**src/rtl/acesso_pkg.sv**
```systemverilog
// Shared definitions for the vehicle entry-gate controller: FSM state
// encoding, default lot/timer sizing and a small state decode helper.
package acesso_pkg;

    // Gate sequencer states; both "barrier open" states share bit 1 so the
    // open decode is a single register bit.
    typedef enum logic [1:0] {
        OCIOSO   = 2'd0,
        AGUARDA  = 2'd1,
        ABERTA   = 2'd2,
        PASSAGEM = 2'd3
    } estado_t;

    localparam int VAGAS_PADRAO      = 8;
    localparam int CNT_W_PADRAO      = 4;
    localparam int T_ABERTURA_PADRAO = 16;
    localparam int TMR_W_PADRAO      = 5;

    // True while the barrier arm is raised (waiting for the car or car passing).
    function automatic logic cancela_aberta(input estado_t estado);
        return (estado == ABERTA) || (estado == PASSAGEM);
    endfunction

endpackage

```
**src/rtl/contador_de_ocupacao.sv**
```systemverilog
// Saturating up/down occupancy counter for the parking lot. Simultaneous
// entry and exit cancel out; the count never wraps below zero or above
// the lot capacity.
module contador_de_ocupacao
    import acesso_pkg::*;
#(
    parameter int VAGAS = VAGAS_PADRAO,
    parameter int CNT_W = CNT_W_PADRAO
) (
    input  logic             CLK,
    input  logic             ON_OFF,
    input  logic             inc,
    input  logic             dec,
    output logic [CNT_W-1:0] contagem,
    output logic             lotado
);

    localparam logic [CNT_W-1:0] CAPACIDADE = CNT_W'(VAGAS);
    localparam logic [CNT_W-1:0] UM         = CNT_W'(1);

    // Count register: entries and exits adjust it, with saturation at both ends.
    always_ff @(posedge CLK or negedge ON_OFF) begin
        if (!ON_OFF) begin
            contagem <= '0;
        end else if (inc && !dec) begin
            if (contagem != CAPACIDADE) begin
                contagem <= contagem + UM;
            end
        end else if (dec && !inc) begin
            if (contagem != '0) begin
                contagem <= contagem - UM;
            end
        end
    end

    assign lotado = (contagem == CAPACIDADE);

endmodule

```
**src/rtl/controlador_de_acesso.sv**
```systemverilog
// Entry-gate sequencer: takes a car from detection through credential
// check, barrier open, pass-through and close, tracks lot occupancy and
// arms the alert lights only while the barrier is open.
module controlador_de_acesso
    import acesso_pkg::*;
#(
    parameter int VAGAS      = VAGAS_PADRAO,
    parameter int CNT_W      = CNT_W_PADRAO,
    parameter int T_ABERTURA = T_ABERTURA_PADRAO,
    parameter int TMR_W      = TMR_W_PADRAO
) (
    input  logic             CLK,
    input  logic             ON_OFF,
    input  logic             SENSOR_PRESENCA,
    input  logic             ACESSO_VALIDO,
    input  logic             SENSOR_EXTERNO,
    input  logic             SAIDA_VEICULO,
    output logic             ABRIR_CANCELA,
    output logic             HABILITA_LUZES,
    output logic             LOTADO,
    output logic             NEGADO,
    output logic             TIMEOUT,
    output logic [CNT_W-1:0] OCUPACAO
);

    localparam logic [TMR_W-1:0] TMR_LIMITE = TMR_W'(T_ABERTURA - 1);
    localparam logic [TMR_W-1:0] TMR_UM     = TMR_W'(1);

    estado_t          estado;
    estado_t          proximo;
    logic [TMR_W-1:0] timer;
    logic [TMR_W-1:0] timer_prox;
    logic             negado_prox;
    logic             timeout_prox;
    logic             entrada;

    // State, open-timer and pulse registers; power-off returns everything to rest.
    always_ff @(posedge CLK or negedge ON_OFF) begin
        if (!ON_OFF) begin
            estado  <= OCIOSO;
            timer   <= '0;
            NEGADO  <= 1'b0;
            TIMEOUT <= 1'b0;
        end else begin
            estado  <= proximo;
            timer   <= timer_prox;
            NEGADO  <= negado_prox;
            TIMEOUT <= timeout_prox;
        end
    end

    // Next-state logic: presence loss beats credentials, a car in the arm
    // zone beats the timeout, and the barrier never closes on a car.
    always_comb begin
        proximo      = estado;
        timer_prox   = timer;
        negado_prox  = 1'b0;
        timeout_prox = 1'b0;
        entrada      = 1'b0;
        case (estado)
            OCIOSO: begin
                if (SENSOR_PRESENCA) begin
                    proximo = AGUARDA;
                end
            end
            AGUARDA: begin
                if (!SENSOR_PRESENCA) begin
                    proximo = OCIOSO;
                end else if (ACESSO_VALIDO) begin
                    if (LOTADO) begin
                        negado_prox = 1'b1;
                    end else begin
                        proximo    = ABERTA;
                        timer_prox = '0;
                    end
                end
            end
            ABERTA: begin
                if (SENSOR_EXTERNO) begin
                    proximo = PASSAGEM;
                end else if (timer == TMR_LIMITE) begin
                    proximo      = OCIOSO;
                    timeout_prox = 1'b1;
                end else begin
                    timer_prox = timer + TMR_UM;
                end
            end
            PASSAGEM: begin
                if (!SENSOR_EXTERNO) begin
                    proximo = OCIOSO;
                    entrada = 1'b1;
                end
            end
            default: begin
                proximo = OCIOSO;
            end
        endcase
    end

    assign ABRIR_CANCELA  = cancela_aberta(estado);
    assign HABILITA_LUZES = ABRIR_CANCELA;

    contador_de_ocupacao #(
        .VAGAS (VAGAS),
        .CNT_W (CNT_W)
    ) u_contador (
        .CLK      (CLK),
        .ON_OFF   (ON_OFF),
        .inc      (entrada),
        .dec      (SAIDA_VEICULO),
        .contagem (OCUPACAO),
        .lotado   (LOTADO)
    );

endmodule

```
**config.mk**
```make
export PLATFORM = sky130hd
export DESIGN_NAME = controlador_de_acesso
export DESIGN_NICKNAME = d
export VERILOG_FILES = /design/src/rtl/acesso_pkg.sv /design/src/rtl/contador_de_ocupacao.sv /design/src/rtl/controlador_de_acesso.sv
export SDC_FILE = /design/constraint.sdc
export NUM_CORES = 1
export LEC_CHECK = 0
export ABC_AREA = 1
export BUFFER_PORTS_ARGS = -buffer_cell sky130_fd_sc_hd__buf_2
export CORE_ASPECT_RATIO = 1.4
export CORE_MARGIN = 2
export CORE_UTILIZATION = 30
export CTS_BUF_LIST = sky130_fd_sc_hd__clkbuf_4 sky130_fd_sc_hd__clkbuf_8
export DETAILED_ROUTE_END_ITERATION = 16
export GPL_ROUTABILITY_DRIVEN = 1
export PLACE_DENSITY = 0.45
export SLEW_MARGIN = 30
export SYNTH_ARGS = -nofsm -noshare
export SYNTH_HDL_FRONTEND = slang
export SYNTH_SLANG_ARGS = --single-unit
```
**constraint.sdc**
```tcl
create_clock -name CLK -period 1.81 [get_ports CLK]
set_clock_uncertainty 0.05 [all_clocks]
set_input_delay 0.0905 -clock CLK [delete_from_list [all_inputs] [get_ports CLK]]
set_output_delay 0.0905 -clock CLK [all_outputs]
set_load 0.01 [all_outputs]
```
# Word-level counts from Yosys, hierarchy flattened
# Index checks and enable logic that the tools add are counted.
dict set report classes {
  reduce_logical 13
  n_eq_ne 17
  addsub 3
  n_mux 27
}
# operator count
set op_table {}
lappend op_table {{5-bit two-way mux} 5}
lappend op_table {{4-bit two-way mux} 4}
lappend op_table {{2-bit inequality test (second input constant)} 8}
lappend op_table {{2-bit two-way mux} 7}
lappend op_table {{5-bit case mux with 2 select lines} 1}
lappend op_table {{1-bit two-way mux} 9}
lappend op_table {{3-bit inequality test (second input constant)} 3}
lappend op_table {{2-bit case mux with 4 select lines} 1}
lappend op_table {{6-bit AND reduction} 1}
lappend op_table {{2-bit nonzero test} 3}
lappend op_table {{5-bit by 1-bit adder with 5-bit output (second input constant)} 1}
lappend op_table {{5-bit by 4-bit == test with 1-bit output (second input constant)} 1}
lappend op_table {{5-bit AND reduction} 1}
lappend op_table {{4-bit by 1-bit adder with 4-bit output (second input constant)} 1}
lappend op_table {{2-bit == test (second input constant)} 2}
lappend op_table {{4-bit == test (second input constant)} 1}
lappend op_table {{4-bit inequality test (second input constant)} 1}
lappend op_table {{4-bit nonzero test} 1}
lappend op_table {{4-bit by 1-bit subtractor with 4-bit output (second input constant)} 1}
lappend op_table {{3-bit AND reduction} 1}
lappend op_table {{2-bit by 1-bit == test with 1-bit output (second input constant)} 1}
lappend op_table {{1-bit logical AND} 2}
lappend op_table {{1-bit zero test} 2}
lappend op_table {{2-bit zero test} 1}
lappend op_table {{1-bit logical OR} 1}
dict set report totals {
  input_bits 6
  ff_bits 13
}

# Logic depth before layout (Yosys ltp)
# Gate-level depths: netlist of the first run.
dict set report depth {
  depth_word 6
  mapped_depth 11
  mapped_depth_nobuf 11
}

# Hierarchy
# Synthesis of the first run repeated with hierarchy kept, for this count alone.
dict set report unflattened {
  hier_cells 112
  area_unflattened_um2 850.8
}
# mod n_inst area_each_um2 cells_each
set by_module_without_submodules {}
lappend by_module_without_submodules {controlador_de_acesso 1 541.8 70}
lappend by_module_without_submodules {contador_de_ocupacao 1 309.0 42}

# Worst setup path before layout of the first run
# No wires, ideal clock.
dict set report synth_timing {
  path_type {register -> register}
  start {register estado[0]}
  end {register u_contador.contagem[3]}
  arrival_ps 1407
  path_buffers 0
  path_stages_with_launch 11
  path_slack_ps 236
  setup_ps 117
  path_cell_list {dfrtp_1 > nand2_2 > nor2_4 > nand2_4 > ha_1 > nand2_1 > nand3b_1 > nand2_1 > nand2_1 > nand3_1 > nand2_1}
}
dict set report synth_between {
  elab_chain_len 6
}
# item line_no
set synth_lines {}
lappend synth_lines {{from (decl)} controlador_de_acesso.sv:29} ;# estado_t estado;
lappend synth_lines {{from (signal assigned)} controlador_de_acesso.sv:45} ;# estado <= proximo;
lappend synth_lines {{2-bit == test *} controlador_de_acesso.sv:60} ;# case (estado)
lappend synth_lines {{1-bit two-way mux *} controlador_de_acesso.sv:60}
lappend synth_lines {{1-bit zero test} contador_de_ocupacao.sv:29} ;# end else if (dec && !inc) begin
lappend synth_lines {{1-bit logical AND} contador_de_ocupacao.sv:29}
lappend synth_lines {{2-bit nonzero test (no line)} n/a}
lappend synth_lines {{3-bit AND reduction (no line)} n/a}
lappend synth_lines {{to (signal assigned)} contador_de_ocupacao.sv:27} ;# contagem <= contagem + UM;
lappend synth_lines {{to (signal assigned)} contador_de_ocupacao.sv:31} ;# contagem <= contagem - UM;
lappend synth_lines {{to (decl)} contador_de_ocupacao.sv:14} ;# output logic [CNT_W-1:0] contagem,
# Every way passes the cells marked *; elsewhere a longest branch is shown, timed or not.
# A chain may end at the register's enable or synchronous reset.

# Worst setup path after layout of the first run
# Ends and elaborated chain as after synthesis.

==> results of run 1 <==
state kept, by name, summed over array words and instances, names as in the netlist:
signal,count
timer,5
NEGADO,1
estado,2
u_contador.contagem,4
TIMEOUT,1
cells by family (layout without fill, tap and decap cells):
group | after synthesis | in the layout
simple gates | 53 | 53
buf+inv | 25 | 46
compound gates | 13 | 13
flops | 13 | 13
fa+ha+maj | 4 | 4
xor+xnor | 3 | 3
worst register-to-register path: stages (launching register included):
cell and delay, ns:
sky130_fd_sc_hd__dfrtp_2 0.41, sky130_fd_sc_hd__nand2_2 0.09, sky130_fd_sc_hd__nor2_4 0.13, sky130_fd_sc_hd__nand2_4 0.09, sky130_fd_sc_hd__ha_1 0.33, sky130_fd_sc_hd__nand2_1 0.06, sky130_fd_sc_hd__nand3b_1 0.18, sky130_fd_sc_hd__nand2_1 0.08
sky130_fd_sc_hd__nand2_1 0.04, sky130_fd_sc_hd__nand3_1 0.06, sky130_fd_sc_hd__nand2_1 0.05
Yosys cell counts:
library cell	n
sky130_fd_sc_hd__a21oi_1	3
sky130_fd_sc_hd__clkbuf_1	1
sky130_fd_sc_hd__nor2_1	8
sky130_fd_sc_hd__nor3_1	2
sky130_fd_sc_hd__a21oi_4	1
sky130_fd_sc_hd__inv_1	22
sky130_fd_sc_hd__buf_4	1
sky130_fd_sc_hd__xor2_1	3
sky130_fd_sc_hd__nand3_1	11
sky130_fd_sc_hd__nand2_2	3
sky130_fd_sc_hd__o21ai_1	1
sky130_fd_sc_hd__nand3_2	1
sky130_fd_sc_hd__nand4_1	1
sky130_fd_sc_hd__o32ai_1	1
sky130_fd_sc_hd__inv_2	1
sky130_fd_sc_hd__ha_1	4
sky130_fd_sc_hd__o21ai_0	7
sky130_fd_sc_hd__nand2_1	20
sky130_fd_sc_hd__nand3b_1	1
sky130_fd_sc_hd__nor2_2	3
sky130_fd_sc_hd__dfrtp_1	13
sky130_fd_sc_hd__nand2_4	2
sky130_fd_sc_hd__nor2_4	1
placed cells by master, fill, tap and decap left out:
| cell | instances |
|---|---|
| sky130_fd_sc_hd__dfrtp_1 | 12 |
| sky130_fd_sc_hd__nand3_1 | 11 |
| sky130_fd_sc_hd__nor3_2 | 1 |
| sky130_fd_sc_hd__xor2_1 | 3 |
| sky130_fd_sc_hd__dlygate4sd3_1 | 2 |
| sky130_fd_sc_hd__nand2_2 | 3 |
| sky130_fd_sc_hd__o32ai_1 | 1 |
| sky130_fd_sc_hd__buf_2 | 14 |
| sky130_fd_sc_hd__a21oi_4 | 1 |
| sky130_fd_sc_hd__nand3_2 | 1 |
| sky130_fd_sc_hd__nor2_2 | 4 |
| sky130_fd_sc_hd__inv_1 | 22 |
| sky130_fd_sc_hd__a21oi_1 | 3 |
| sky130_fd_sc_hd__inv_2 | 1 |
| sky130_fd_sc_hd__buf_4 | 3 |
| sky130_fd_sc_hd__ha_2 | 2 |
| sky130_fd_sc_hd__nand4_1 | 1 |
| sky130_fd_sc_hd__o21ai_1 | 1 |
| sky130_fd_sc_hd__nor2_4 | 1 |
| sky130_fd_sc_hd__nor2_1 | 7 |
| sky130_fd_sc_hd__nand2_1 | 20 |
| sky130_fd_sc_hd__o21ai_0 | 7 |
| sky130_fd_sc_hd__nand2_4 | 2 |
| sky130_fd_sc_hd__clkbuf_4 | 4 |
| sky130_fd_sc_hd__dfrtp_2 | 1 |
| sky130_fd_sc_hd__nand3b_1 | 1 |
| sky130_fd_sc_hd__ha_1 | 2 |
| sky130_fd_sc_hd__nor3_1 | 1 |
stage by stage:
| stage | std cells | cell area [um2] |
|---|---|---|
| detailed placement | 160 | 955.9 |
| CTS | 166 | 1006 |
| global route | 168 | 1035 |
| global placement | 160 | 955.9 |
| finish | 168 | 1035 |
| floorplan | 111 | 844.6 |
final timing paths:
| kind | startpoint | endpoint | slack [ns] | depth (start not counted) |
|---|---|---|---|---|
| setup / recovery | estado[0] | u_contador.contagem[3] | 0.14 | 10 |
| hold / removal | SENSOR_EXTERNO | TIMEOUT | 0.05 | 2 |
| setup reg to reg | estado[0] | u_contador.contagem[3] | 0.14 | 10 |
| hold reg to reg | timer[4] | timer[4] | 0.50 | 2 |
| max in group asynchronous | ON_OFF | estado[0] | 1.28 | 2 |
| min in group asynchronous | ON_OFF | timer[0] | 0.18 | 2 |
repair_timing:
action | 4_1_cts | 5_1_grt
endpoints found under the setup margin | 0 | 3
hold buffers | 2 | 0
resized for setup | 0 | 5
buffers inserted | 0 | 2
endpoints found under the hold margin | 14 | 0
final cells by class:
| cell class | count | area (um2) |
|---|---|---|
| clock buffer | 4 | 30.03 |
| tap | 36 | 45.04 |
| fill | 304 | 1608 |
| timing repair buffer | 19 | 112.6 |
| multi-input combinational | 73 | 434.2 |
| sequential | 13 | 326.6 |
| inverter | 23 | 86.33 |
metal layers:
layer / routed length (um) / vias to the layer above / track usage, %
li1: - / 392 / -
met1: 715 / 344 / 12.45
met2: 932 / 11 / 24.49
met3: 45 / 4 / 1.345
met4: 35 / 0 / 8.571
met5: 0 / - / 0
where the power goes:
group          switching [mW]  internal, mW  total (mW)
Combinational           0.413         0.293       0.706
Sequential             0.0990         0.383       0.482
Clock                  0.0968         0.100       0.197
Total                   0.609         0.776        1.39
==> flow_results.xml, run 1 <==
<?xml version="1.0" encoding="UTF-8"?>
<metrics>
  <group name="worst_setup_path">
    <metric name="slowest_delay" unit="ns">0.41</metric>
    <metric name="timing.critical_path.mode_cell" unit="">sky130_fd_sc_hd__nand2_1</metric>
    <metric name="setup.worst_path.start_class" unit="">register</metric>
    <metric name="crit_slowest_cell" unit="">sky130_fd_sc_hd__dfrtp_2</metric>
    <metric name="end_kind" unit="">register</metric>
    <metric name="highest_fanout_seen_on_the_critical_path" unit="">6</metric>
    <metric name="worstPathArrival" unit="ns">1.79</metric>
    <metric name="worstSetupPathType" unit="">register to register</metric>
    <metric name="timing.critical_path.cells" unit="">nand2_2, nor2_4, nand2_4, ha_1, nand2_1, nand3b_1, nand2_1, nand2_1, nand3_1, nand2_1</metric>
    <metric name="critical-path-top-delay-family" unit="">simple AND/OR/NAND/NOR gates</metric>
    <metric name="critical_path_buf_inv_count" unit="">0</metric>
    <metric name="worst-endpoint-required" unit="ns">1.94</metric>
  </group>
  <group name="routing">
    <metric name="avgRoutedWirePerCell" unit="um">10.29</metric>
    <metric name="first_iter_violations" unit="">22</metric>
    <metric name="route.antenna.remaining_nets" unit="">0</metric>
    <metric name="finalWirelength" unit="um">1728</metric>
    <metric name="post_drt_via_cell_ratio" unit="">4.470</metric>
    <metric name="firstDrtPassIters" unit="">4</metric>
    <metric name="detail_route.drc_violations" unit="">0</metric>
    <metric name="route.vias.total" unit="">751</metric>
  </group>
  <group name="clock_tree">
    <metric name="maximum_root_to_sink_buffer_count" unit="">2</metric>
    <metric name="worst_skew_pair.late_latency" unit="ns">0.28</metric>
    <metric name="cts-htree-levels" unit="">1</metric>
    <metric name="cts_sinks" unit="">13</metric>
    <metric name="clock-root-buffer" unit="">sky130_fd_sc_hd__clkbuf_4</metric>
    <metric name="cts-buffers-inserted" unit="">3</metric>
    <metric name="clock_transition_at_the_register_clock_pins_on_the_worst_setup_and_hold_paths_after_cts" unit="ns">0.08</metric>
    <metric name="cts_tree" unit="">yes</metric>
  </group>
  <group name="synth">
    <metric name="syn_area" unit="um2">844.6</metric>
    <metric name="synth.yosys.warnings" unit="">0</metric>
    <metric name="synth_largest_area_cell" unit="">sky130_fd_sc_hd__dfrtp_1</metric>
    <metric name="synth_mux_area_share" unit="%">0</metric>
    <metric name="synth.net_count" unit="">121</metric>
    <metric name="synth_top_family_by_area" unit="">simple AND/OR/NAND/NOR gates</metric>
    <metric name="post_synth_xor_area_fraction" unit="%">3.111</metric>
    <metric name="yosysSeqAreaShare" unit="%">38.52</metric>
    <metric name="cells_after_synth" unit="">111</metric>
    <metric name="synth_top_cell_area_share" unit="%">38.52</metric>
    <metric name="post_synth_num_cell_types" unit="">23</metric>
    <metric name="syn_area_per_cell" unit="um2">7.609</metric>
    <metric name="synthAdderAreaFrac" unit="%">5.926</metric>
    <metric name="synth-compound-area-share" unit="%">9.481</metric>
    <metric name="synth_simple_gate_area_share" unit="%">31.41</metric>
    <metric name="ys_seq_elements" unit="">13</metric>
    <metric name="synth.area.top_cells" unit="">sky130_fd_sc_hd__dfrtp_1 (39%), sky130_fd_sc_hd__inv_1 (9.8%), sky130_fd_sc_hd__nand2_1 (8.9%), sky130_fd_sc_hd__nand3_1 (6.5%), sky130_fd_sc_hd__ha_1 (5.9%)</metric>
  </group>
  <group name="sta">
    <metric name="period_minus_slack" unit="ns">1.667</metric>
    <metric name="rsz0062_at_grt" unit="">false</metric>
    <metric name="hold_slack" unit="ns">0.05089</metric>
    <metric name="finalCritPeriodShare" unit="%">92.10</metric>
    <metric name="fin_worst_setup_slack" unit="ns">0.1430</metric>
    <metric name="final-max-slew-violation-count" unit="">0</metric>
    <metric name="clock.fmax" unit="GHz">0.5999</metric>
    <metric name="setup-violations-final" unit="">0</metric>
    <metric name="setup_tns" unit="ns">0</metric>
    <metric name="worst_pin_slew" unit="ns">0.3132</metric>
    <metric name="maxSlewHeadroom" unit="%">79.12</metric>
    <metric name="final_hold_viol_count" unit="">0</metric>
  </group>
  <group name="power">
    <metric name="irDropWorstVdd" unit="mV">0.6033</metric>
    <metric name="total_leakage_power" unit="nW">0.5314</metric>
    <metric name="power-per-cell-area" unit="nW/um2">1339</metric>
    <metric name="total_power" unit="mW">1.385</metric>
  </group>
  <group name="global_route">
    <metric name="grt-ovfl-total" unit="">0</metric>
    <metric name="grt_antenna_before_repair" unit="">0</metric>
    <metric name="grt_start_max_net_pins" unit="">14</metric>
    <metric name="first_pass_grt_wire_length" unit="um">3111</metric>
    <metric name="grt_pass1_vias" unit="">776</metric>
    <metric name="grt.total_usage" unit="%">12.60</metric>
  </group>
  <group name="floorplanning">
    <metric name="boundaryPins" unit="">15</metric>
    <metric name="die_height" unit="um">66.78</metric>
    <metric name="dieArea" unit="um2">3262</metric>
    <metric name="floorplan.die.width" unit="um">48.84</metric>
    <metric name="placeableCoreArea" unit="um2">2643</metric>
    <metric name="floorplan.initialDensity" unit="%">31.96</metric>
    <metric name="num_rows" unit="">22</metric>
  </group>
  <group name="placed_design">
    <metric name="io_buffers" unit="">14</metric>
    <metric name="post-dp-hpwl" unit="um">1364</metric>
    <metric name="dp_worst_setup_slack" unit="ns">0.08177</metric>
    <metric name="placer_congestion" unit="">0.7040</metric>
  </group>
  <group name="cells_and_area">
    <metric name="layout-drive-gt1-share" unit="%">28.79</metric>
    <metric name="antennaDiodeCount" unit="">0</metric>
    <metric name="nets" unit="">143</metric>
    <metric name="postLayoutCoreUtil" unit="%">39.16</metric>
    <metric name="area_delta_synth_final" unit="%">22.52</metric>
  </group>
  <group name="min_path">
    <metric name="hold_path.class" unit="">input pin to register</metric>
  </group>
  <group name="status">
    <metric name="outcome" unit="">completed</metric>
  </group>
  <group name="job">
    <metric name="number_of_maximum_capacitance_violations" unit="">0</metric>
  </group>
</metrics>
Note: power is estimated with default switching activity, not from simulation.
==> run 2: changes to the inputs <==
ABC_AREA = default   (was 1)
CORE_ASPECT_RATIO = default   (was 1.4)
CORE_UTILIZATION = 45   (was 30)
PLACE_DENSITY = 0.64   (was 0.45)
==> flow_results.xml, run 2 <==
<?xml version="1.0" encoding="UTF-8"?>
<metrics>
  <group name="global_route">
    <metric name="grt.total_usage" unit="%">17.65</metric>
    <metric name="grt-ovfl-total" unit="">0</metric>
    <metric name="first_pass_grt_wire_length" unit="um">2525</metric>
    <metric name="grt_start_max_net_pins" unit="">14</metric>
    <metric name="grt_pass1_vias" unit="">577</metric>
    <metric name="grt_antenna_before_repair" unit="">0</metric>
  </group>
  <group name="power">
    <metric name="power-per-cell-area" unit="nW/um2">1346</metric>
    <metric name="power_switching_share" unit="%">39.57</metric>
    <metric name="internal_power" unit="mW">0.7703</metric>
    <metric name="p_seq_share" unit="%">38.5</metric>
    <metric name="irDropWorstVdd" unit="mV">0.7697</metric>
    <metric name="power.share.clock" unit="%">16.1</metric>
    <metric name="p_sw" unit="mW">0.5044</metric>
    <metric name="total_leakage_power" unit="nW">0.4329</metric>
    <metric name="pwr-share-comb" unit="%">45.4</metric>
  </group>
  <group name="placed_design">
    <metric name="io_buffers" unit="">14</metric>
    <metric name="post-dp-hpwl" unit="um">1156</metric>
    <metric name="placer_congestion" unit="">0.8099</metric>
    <metric name="dp_cells" unit="">107</metric>
  </group>
  <group name="floorplanning">
    <metric name="num_rows" unit="">15</metric>
    <metric name="dieArea" unit="um2">2121</metric>
    <metric name="floorplan.initialDensity" unit="%">47.11</metric>
    <metric name="floorplan.die.width" unit="um">46.05</metric>
    <metric name="die_height" unit="um">46.05</metric>
    <metric name="placeableCoreArea" unit="um2">1689</metric>
    <metric name="boundaryPins" unit="">15</metric>
  </group>
  <group name="clock_tree">
    <metric name="maximum_root_to_sink_buffer_count" unit="">2</metric>
    <metric name="clock_transition_at_the_register_clock_pins_on_the_worst_setup_and_hold_paths_after_cts" unit="ns">0.08</metric>
    <metric name="cts-htree-levels" unit="">1</metric>
    <metric name="worst_skew_pair.late_latency" unit="ns">0.29</metric>
    <metric name="clock-root-buffer" unit="">sky130_fd_sc_hd__clkbuf_4</metric>
    <metric name="cts_tree" unit="">yes</metric>
    <metric name="cts-buffers-inserted" unit="">3</metric>
    <metric name="cts_sinks" unit="">13</metric>
  </group>
  <group name="sta">
    <metric name="rsz0062_at_grt" unit="">false</metric>
    <metric name="setup-violations-final" unit="">0</metric>
    <metric name="setup_tns" unit="ns">0</metric>
    <metric name="finalCritPeriodShare" unit="%">95.48</metric>
    <metric name="final_hold_viol_count" unit="">0</metric>
    <metric name="maxSlewHeadroom" unit="%">79.44</metric>
    <metric name="hold_slack" unit="ns">0.01947</metric>
    <metric name="clock.fmax" unit="GHz">0.5786</metric>
    <metric name="worst_pin_slew" unit="ns">0.3084</metric>
    <metric name="final-max-slew-violation-count" unit="">0</metric>
    <metric name="period_minus_slack" unit="ns">1.728</metric>
  </group>
  <group name="job">
    <metric name="number_of_maximum_capacitance_violations" unit="">0</metric>
  </group>
  <group name="synth">
    <metric name="synth_ff_type" unit="">sky130_fd_sc_hd__dfrtp_1</metric>
    <metric name="synth.area.top_cells" unit="">sky130_fd_sc_hd__dfrtp_1 (41%), sky130_fd_sc_hd__ha_1 (6.3%), sky130_fd_sc_hd__o21ai_0 (5.7%), sky130_fd_sc_hd__xnor2_1 (4.4%), sky130_fd_sc_hd__nor4b_4 (3.0%)</metric>
    <metric name="synth_async_sr_flop_share" unit="%">100.0</metric>
    <metric name="cells_after_synth" unit="">75</metric>
    <metric name="synth_largest_area_cell" unit="">sky130_fd_sc_hd__dfrtp_1</metric>
    <metric name="post_synth_num_cell_types" unit="">34</metric>
    <metric name="syn_area_per_cell" unit="um2">10.61</metric>
    <metric name="yosys.cell_count.top_type" unit="">sky130_fd_sc_hd__dfrtp_1</metric>
    <metric name="synth_top_cell_area_share" unit="%">40.88</metric>
    <metric name="synth.net_count" unit="">85</metric>
    <metric name="syn_area" unit="um2">795.8</metric>
    <metric name="ys_seq_elements" unit="">13</metric>
    <metric name="synth.yosys.warnings" unit="">0</metric>
    <metric name="number_of_enable_flip_flop_cells_after_synthesis" unit="">0</metric>
    <metric name="synth.top_cells.by_count" unit="">sky130_fd_sc_hd__dfrtp_1 (13), sky130_fd_sc_hd__o21ai_0 (9)</metric>
    <metric name="yosysSeqAreaShare" unit="%">40.88</metric>
  </group>
  <group name="cells_and_area">
    <metric name="largest_reg_flops" unit="">5</metric>
    <metric name="layout.cells.most_common" unit="">sky130_fd_sc_hd__buf_2</metric>
    <metric name="area_delta_synth_final" unit="%">19.03</metric>
    <metric name="nets" unit="">107</metric>
    <metric name="layout-drive-gt1-share" unit="%">37.50</metric>
    <metric name="largest_register" unit="">timer</metric>
    <metric name="reg.largest.list" unit="">timer x5, u_contador.contagem x4, estado x2</metric>
    <metric name="layout_common_cells" unit="">sky130_fd_sc_hd__buf_2 (14), sky130_fd_sc_hd__dfrtp_1 (13), sky130_fd_sc_hd__o21ai_0 (6), sky130_fd_sc_hd__buf_4 (6)</metric>
    <metric name="postLayoutCoreUtil" unit="%">56.07</metric>
    <metric name="final-instance-count-excl-fill" unit="">113</metric>
    <metric name="antennaDiodeCount" unit="">0</metric>
    <metric name="fillers" unit="">150</metric>
  </group>
  <group name="min_path">
    <metric name="hold_path.class" unit="">input pin to register</metric>
  </group>
  <group name="worst_setup_path">
    <metric name="worst-endpoint-required" unit="ns">1.93</metric>
    <metric name="crit_slowest_cell" unit="">sky130_fd_sc_hd__dfrtp_1</metric>
    <metric name="worstSetupPathType" unit="">register to register</metric>
    <metric name="setup.worst_path.start_class" unit="">register</metric>
    <metric name="worstPathArrival" unit="ns">1.85</metric>
    <metric name="critical-path-top-delay-family" unit="">compound AO/OA/AOI/OAI gates</metric>
    <metric name="slowest_delay" unit="ns">0.42</metric>
    <metric name="critical_path_buf_inv_count" unit="">0</metric>
    <metric name="timing.critical_path.cells" unit="">ha_1, and3_1, ha_2, nor3b_2, o21ba_2, o21ai_1, o21ai_0</metric>
    <metric name="highest_fanout_seen_on_the_critical_path" unit="">3</metric>
    <metric name="end_kind" unit="">register</metric>
  </group>
  <group name="status">
    <metric name="outcome" unit="">completed</metric>
  </group>
  <group name="routing">
    <metric name="post_drt_via_cell_ratio" unit="">5.664</metric>
    <metric name="finalWirelength" unit="um">1652</metric>
    <metric name="first_iter_violations" unit="">16</metric>
    <metric name="route.antenna.remaining_nets" unit="">0</metric>
    <metric name="detail_route.drc_violations" unit="">0</metric>
    <metric name="firstDrtPassIters" unit="">4</metric>
    <metric name="avgRoutedWirePerCell" unit="um">14.62</metric>
    <metric name="route.vias.total" unit="">640</metric>
  </group>
</metrics>
-- run 2: per-stage QoR --
stage | total power [mW] | area [um2] | worst slack (ns)
final | 1.275 | 947.2 | 0.08179
after global routing | 1.379 | 947.2 | 0.01345
after CTS | 1.262 | 937.1 | 0.01458
after detailed placement | 1.047 | 892.1 | 0.02333
after global placement | 1.032 | 892.1 | 0.06822
after floorplan | 0.8809 | 795.8 | 0.07336
-- run 2: path summary, 6_finish.rpt --
kind,slack [ns],endpoint,cells past startpoint,startpoint
worst max-delay path,0.08,timer[1],7,timer[1]
worst min-delay path,0.02,estado[0],3,SENSOR_PRESENCA
worst max register to register,0.08,timer[1],7,timer[1]
worst min register to register,0.48,timer[4],2,timer[4]
min in group asynchronous,0.16,timer[4],2,ON_OFF
max in group asynchronous,1.31,NEGADO,2,ON_OFF
-- run 2: power groups by stage --
stage	Clock [mW]	Sequential [mW]	Combinational [mW]
6_report	0.205	0.491	0.579
5_1_grt	0.227	0.504	0.647
4_1_cts	0.208	0.492	0.562
3_5_place_dp	0	0.497	0.550
3_3_place_gp	0	0.494	0.538
2_1_floorplan	0	0.508	0.373
-- run 2: timing repair --
| action | CTS | global route |
|---|---|---|
| setup buffers | 0 | 1 |
| resized for setup | 1 | 4 |
| endpoints found under the setup margin | 3 | 5 |
| hold buffers | 1 | 0 |
| gates cloned | 0 | 0 |
| hold endpoints to repair | 13 | 0 |
-- run 2: worst reg2reg max path, stage by stage, from the launching register on --
cell,delay (ns)
sky130_fd_sc_hd__dfrtp_1,0.42
sky130_fd_sc_hd__ha_1,0.20
sky130_fd_sc_hd__and3_1,0.18
sky130_fd_sc_hd__ha_2,0.19
sky130_fd_sc_hd__nor3b_2,0.16
sky130_fd_sc_hd__o21ba_2,0.20
sky130_fd_sc_hd__o21ai_1,0.13
sky130_fd_sc_hd__o21ai_0,0.09
-- run 2: final cells by class --
cell class | instances | area [um2] | share of cell area [%]
multi-input cells | 56 | 437.9 | 46.24
flip-flops and latches | 13 | 325.3 | 34.35
repair buffers | 21 | 125.1 | 13.21
clock buffers | 4 | 30.03 | 3.170
well taps | 17 | 21.27 | 2.246
inverters | 2 | 7.507 | 0.7926
-- run 2: metal layers --
layer | up-vias | global-route usage, % | part of all wire, %
met5 | - | 0 | 0
met4 | 0 | 10.29 | 2.4
met3 | 5 | 3.529 | 3.6
met2 | 15 | 30.00 | 48
met1 | 307 | 20.24 | 46
li1 | 313 | - | -
-- run 2: kinds of logic after synthesis --
family / share of synthesized area (%)
buffers and inverters: 5.032
adders and majority gates: 6.290
xor gates and xnor gates: 6.604
AOI/OAI and AO/OA: 13.99
DFF: 40.88
and+or+nand+nor: 24.37
muxes: 2.830
==> run 3: changes to the inputs <==
SETUP_SLACK_MARGIN = 0.3   (was default)
==> flow_results.xml, run 3 (synthesis gave the netlist of run 2 again) <==
<?xml version="1.0" encoding="UTF-8"?>
<metrics>
  <group name="sta">
    <metric name="final-max-slew-violation-count" unit="">0</metric>
    <metric name="period_minus_slack" unit="ns">1.692</metric>
    <metric name="maxSlewHeadroom" unit="%">80.15</metric>
    <metric name="setup_tns" unit="ns">0</metric>
    <metric name="finalCritPeriodShare" unit="%">93.46</metric>
    <metric name="hold_slack" unit="ns">0.01939</metric>
    <metric name="final_hold_viol_count" unit="">0</metric>
    <metric name="worst_pin_slew" unit="ns">0.2977</metric>
    <metric name="rsz0062_at_grt" unit="">true</metric>
    <metric name="clock.fmax" unit="GHz">0.5911</metric>
    <metric name="setup-violations-final" unit="">0</metric>
  </group>
  <group name="power">
    <metric name="power-per-cell-area" unit="nW/um2">1359</metric>
    <metric name="total_leakage_power" unit="nW">0.4969</metric>
    <metric name="irDropWorstVdd" unit="mV">1.173</metric>
  </group>
  <group name="placed_design">
    <metric name="placer_congestion" unit="">0.7417</metric>
    <metric name="post-dp-hpwl" unit="um">1129</metric>
    <metric name="io_buffers" unit="">14</metric>
  </group>
  <group name="cells_and_area">
    <metric name="layout.cells.most_common" unit="">sky130_fd_sc_hd__buf_2</metric>
    <metric name="layout_common_cells" unit="">sky130_fd_sc_hd__buf_2 (13), sky130_fd_sc_hd__buf_4 (12), sky130_fd_sc_hd__dfrtp_1 (10)</metric>
    <metric name="nets" unit="">116</metric>
    <metric name="multi_input_comb_area" unit="um2">543.0</metric>
    <metric name="area_delta_synth_final" unit="%">43.40</metric>
    <metric name="seqCellArea" unit="um2">329.1</metric>
    <metric name="reg.largest.list" unit="">timer x5, u_contador.contagem x4, estado x2</metric>
    <metric name="layout-drive-gt1-share" unit="%">57.14</metric>
    <metric name="fillers" unit="">123</metric>
    <metric name="largest_register" unit="">timer</metric>
    <metric name="antennaDiodeCount" unit="">0</metric>
    <metric name="largest_reg_flops" unit="">5</metric>
  </group>
  <group name="routing">
    <metric name="finalWirelength" unit="um">1925</metric>
    <metric name="route.vias.total" unit="">699</metric>
    <metric name="detail_route.drc_violations" unit="">0</metric>
    <metric name="first_iter_violations" unit="">5</metric>
    <metric name="route.antenna.remaining_nets" unit="">0</metric>
    <metric name="post_drt_via_cell_ratio" unit="">5.730</metric>
    <metric name="avgRoutedWirePerCell" unit="um">15.78</metric>
    <metric name="firstDrtPassIters" unit="">3</metric>
  </group>
  <group name="worst_setup_path">
    <metric name="worstPathArrival" unit="ns">1.81</metric>
    <metric name="worstSetupPathType" unit="">register to register</metric>
    <metric name="flop2flop_setup_slack" unit="ns">0.12</metric>
    <metric name="highest_fanout_seen_on_the_critical_path" unit="">4</metric>
    <metric name="worst-endpoint-required" unit="ns">1.93</metric>
    <metric name="critical-path-top-delay-family" unit="">compound AO/OA/AOI/OAI gates</metric>
    <metric name="critical_path_buf_inv_count" unit="">0</metric>
    <metric name="slowest_delay" unit="ns">0.42</metric>
    <metric name="end_kind" unit="">register</metric>
    <metric name="timing.critical_path.cells" unit="">nand4bb_4, ha_4, a31oi_2, nor2_1, a31oi_1, o32a_1</metric>
    <metric name="crit_slowest_cell" unit="">sky130_fd_sc_hd__dfrtp_1</metric>
    <metric name="setup.worst_path.start_class" unit="">register</metric>
  </group>
  <group name="global_route">
    <metric name="grt_pass1_vias" unit="">621</metric>
    <metric name="grt_antenna_before_repair" unit="">0</metric>
    <metric name="first_pass_grt_wire_length" unit="um">2870</metric>
    <metric name="grt_start_max_net_pins" unit="">14</metric>
    <metric name="grt.total_usage" unit="%">19.43</metric>
    <metric name="grt-ovfl-total" unit="">0</metric>
  </group>
  <group name="clock_tree">
    <metric name="maximum_root_to_sink_buffer_count" unit="">2</metric>
    <metric name="cts_tree" unit="">yes</metric>
    <metric name="cts-htree-levels" unit="">1</metric>
    <metric name="cts_sinks" unit="">13</metric>
    <metric name="worst_skew_pair.late_latency" unit="ns">0.28</metric>
    <metric name="cts-buffers-inserted" unit="">3</metric>
    <metric name="clock-root-buffer" unit="">sky130_fd_sc_hd__clkbuf_4</metric>
    <metric name="clock_transition_at_the_register_clock_pins_on_the_worst_setup_and_hold_paths_after_cts" unit="ns">0.08</metric>
  </group>
  <group name="floorplanning">
    <metric name="num_rows" unit="">15</metric>
    <metric name="placeableCoreArea" unit="um2">1689</metric>
    <metric name="boundaryPins" unit="">15</metric>
    <metric name="floorplan.initialDensity" unit="%">47.11</metric>
    <metric name="die_height" unit="um">46.05</metric>
    <metric name="floorplan.die.width" unit="um">46.05</metric>
    <metric name="dieArea" unit="um2">2121</metric>
  </group>
  <group name="status">
    <metric name="outcome" unit="">completed</metric>
  </group>
  <group name="job">
    <metric name="number_of_maximum_capacitance_violations" unit="">0</metric>
  </group>
  <group name="min_path">
    <metric name="hold_path.class" unit="">input pin to register</metric>
  </group>
</metrics>
[run 3: tightest hold or removal path, cell delays in order]
cell and delay [ns]:
sky130_fd_sc_hd__buf_2 0.10, sky130_fd_sc_hd__o21ai_0 0.06, sky130_fd_sc_hd__o21ai_0 0.07
[run 3: report_power, final]
group	leakage, nW	switching (mW)	internal, mW	total (mW)
logic	0.313	0.358	0.457	0.815
clock network	0.0184	0.104	0.101	0.205
registers	0.165	0.151	0.381	0.532
[run 3: through the flow]
stage | power [mW] | utilization [%] | cell area (um2) | instances | worst slack (ns)
after detailed placement | 1.075 | 54.96 | 928.4 | 106 | 0.09099
after global placement | 1.074 | 54.96 | 928.4 | 106 | 0.1088
final | 1.551 | 67.56 | 1141 | 122 | 0.1183
after CTS | 1.426 | 62.59 | 1057 | 117 | 0.1332
after floorplan | 0.9152 | - | 845.8 | 75 | 0.1354
after global routing | 1.654 | 67.56 | 1141 | 122 | 0.05400
[run 3: cell type report]
class / instances / share of cell area (%)
tap: 17 / 1.864
timing repair buffer: 30 / 18.42
clock buffer: 4 / 2.632
sequential: 13 / 28.84
inverter: 2 / 0.6579
multi-input combinational: 56 / 47.59
[run 3: final timing paths]
kind / startpoint / end / cells past startpoint
worst max-delay path: estado[0] / u_contador.contagem[3] / 6
worst min register to register: timer[4] / timer[4] / 2
worst min-delay path: SENSOR_PRESENCA / estado[0] / 3
max in group asynchronous: ON_OFF / u_contador.contagem[1] / 2
worst max register to register: estado[0] / u_contador.contagem[3] / 6
min in group asynchronous: ON_OFF / TIMEOUT / 2
[run 3: metal layers]
| layer | GRT usage (%) | routed length (um) | part of all wire, % |
|---|---|---|---|
| met1 | 28.05 | 925 | 48 |
| met2 | 27.22 | 908 | 47 |
| met3 | 4.706 | 67 | 3.5 |
| met4 | 8.571 | 23 | 1.2 |
| met5 | 0 | 0 | 0 |
[run 3: timing repair]
item | in CTS | in global routing
pin swaps | 11 | 7
hold buffers | 1 | 0
resized for setup | 11 | 12
setup endpoints to repair | 9 | 11
buffers inserted | 6 | 5
hold endpoints to repair | 13 | 0
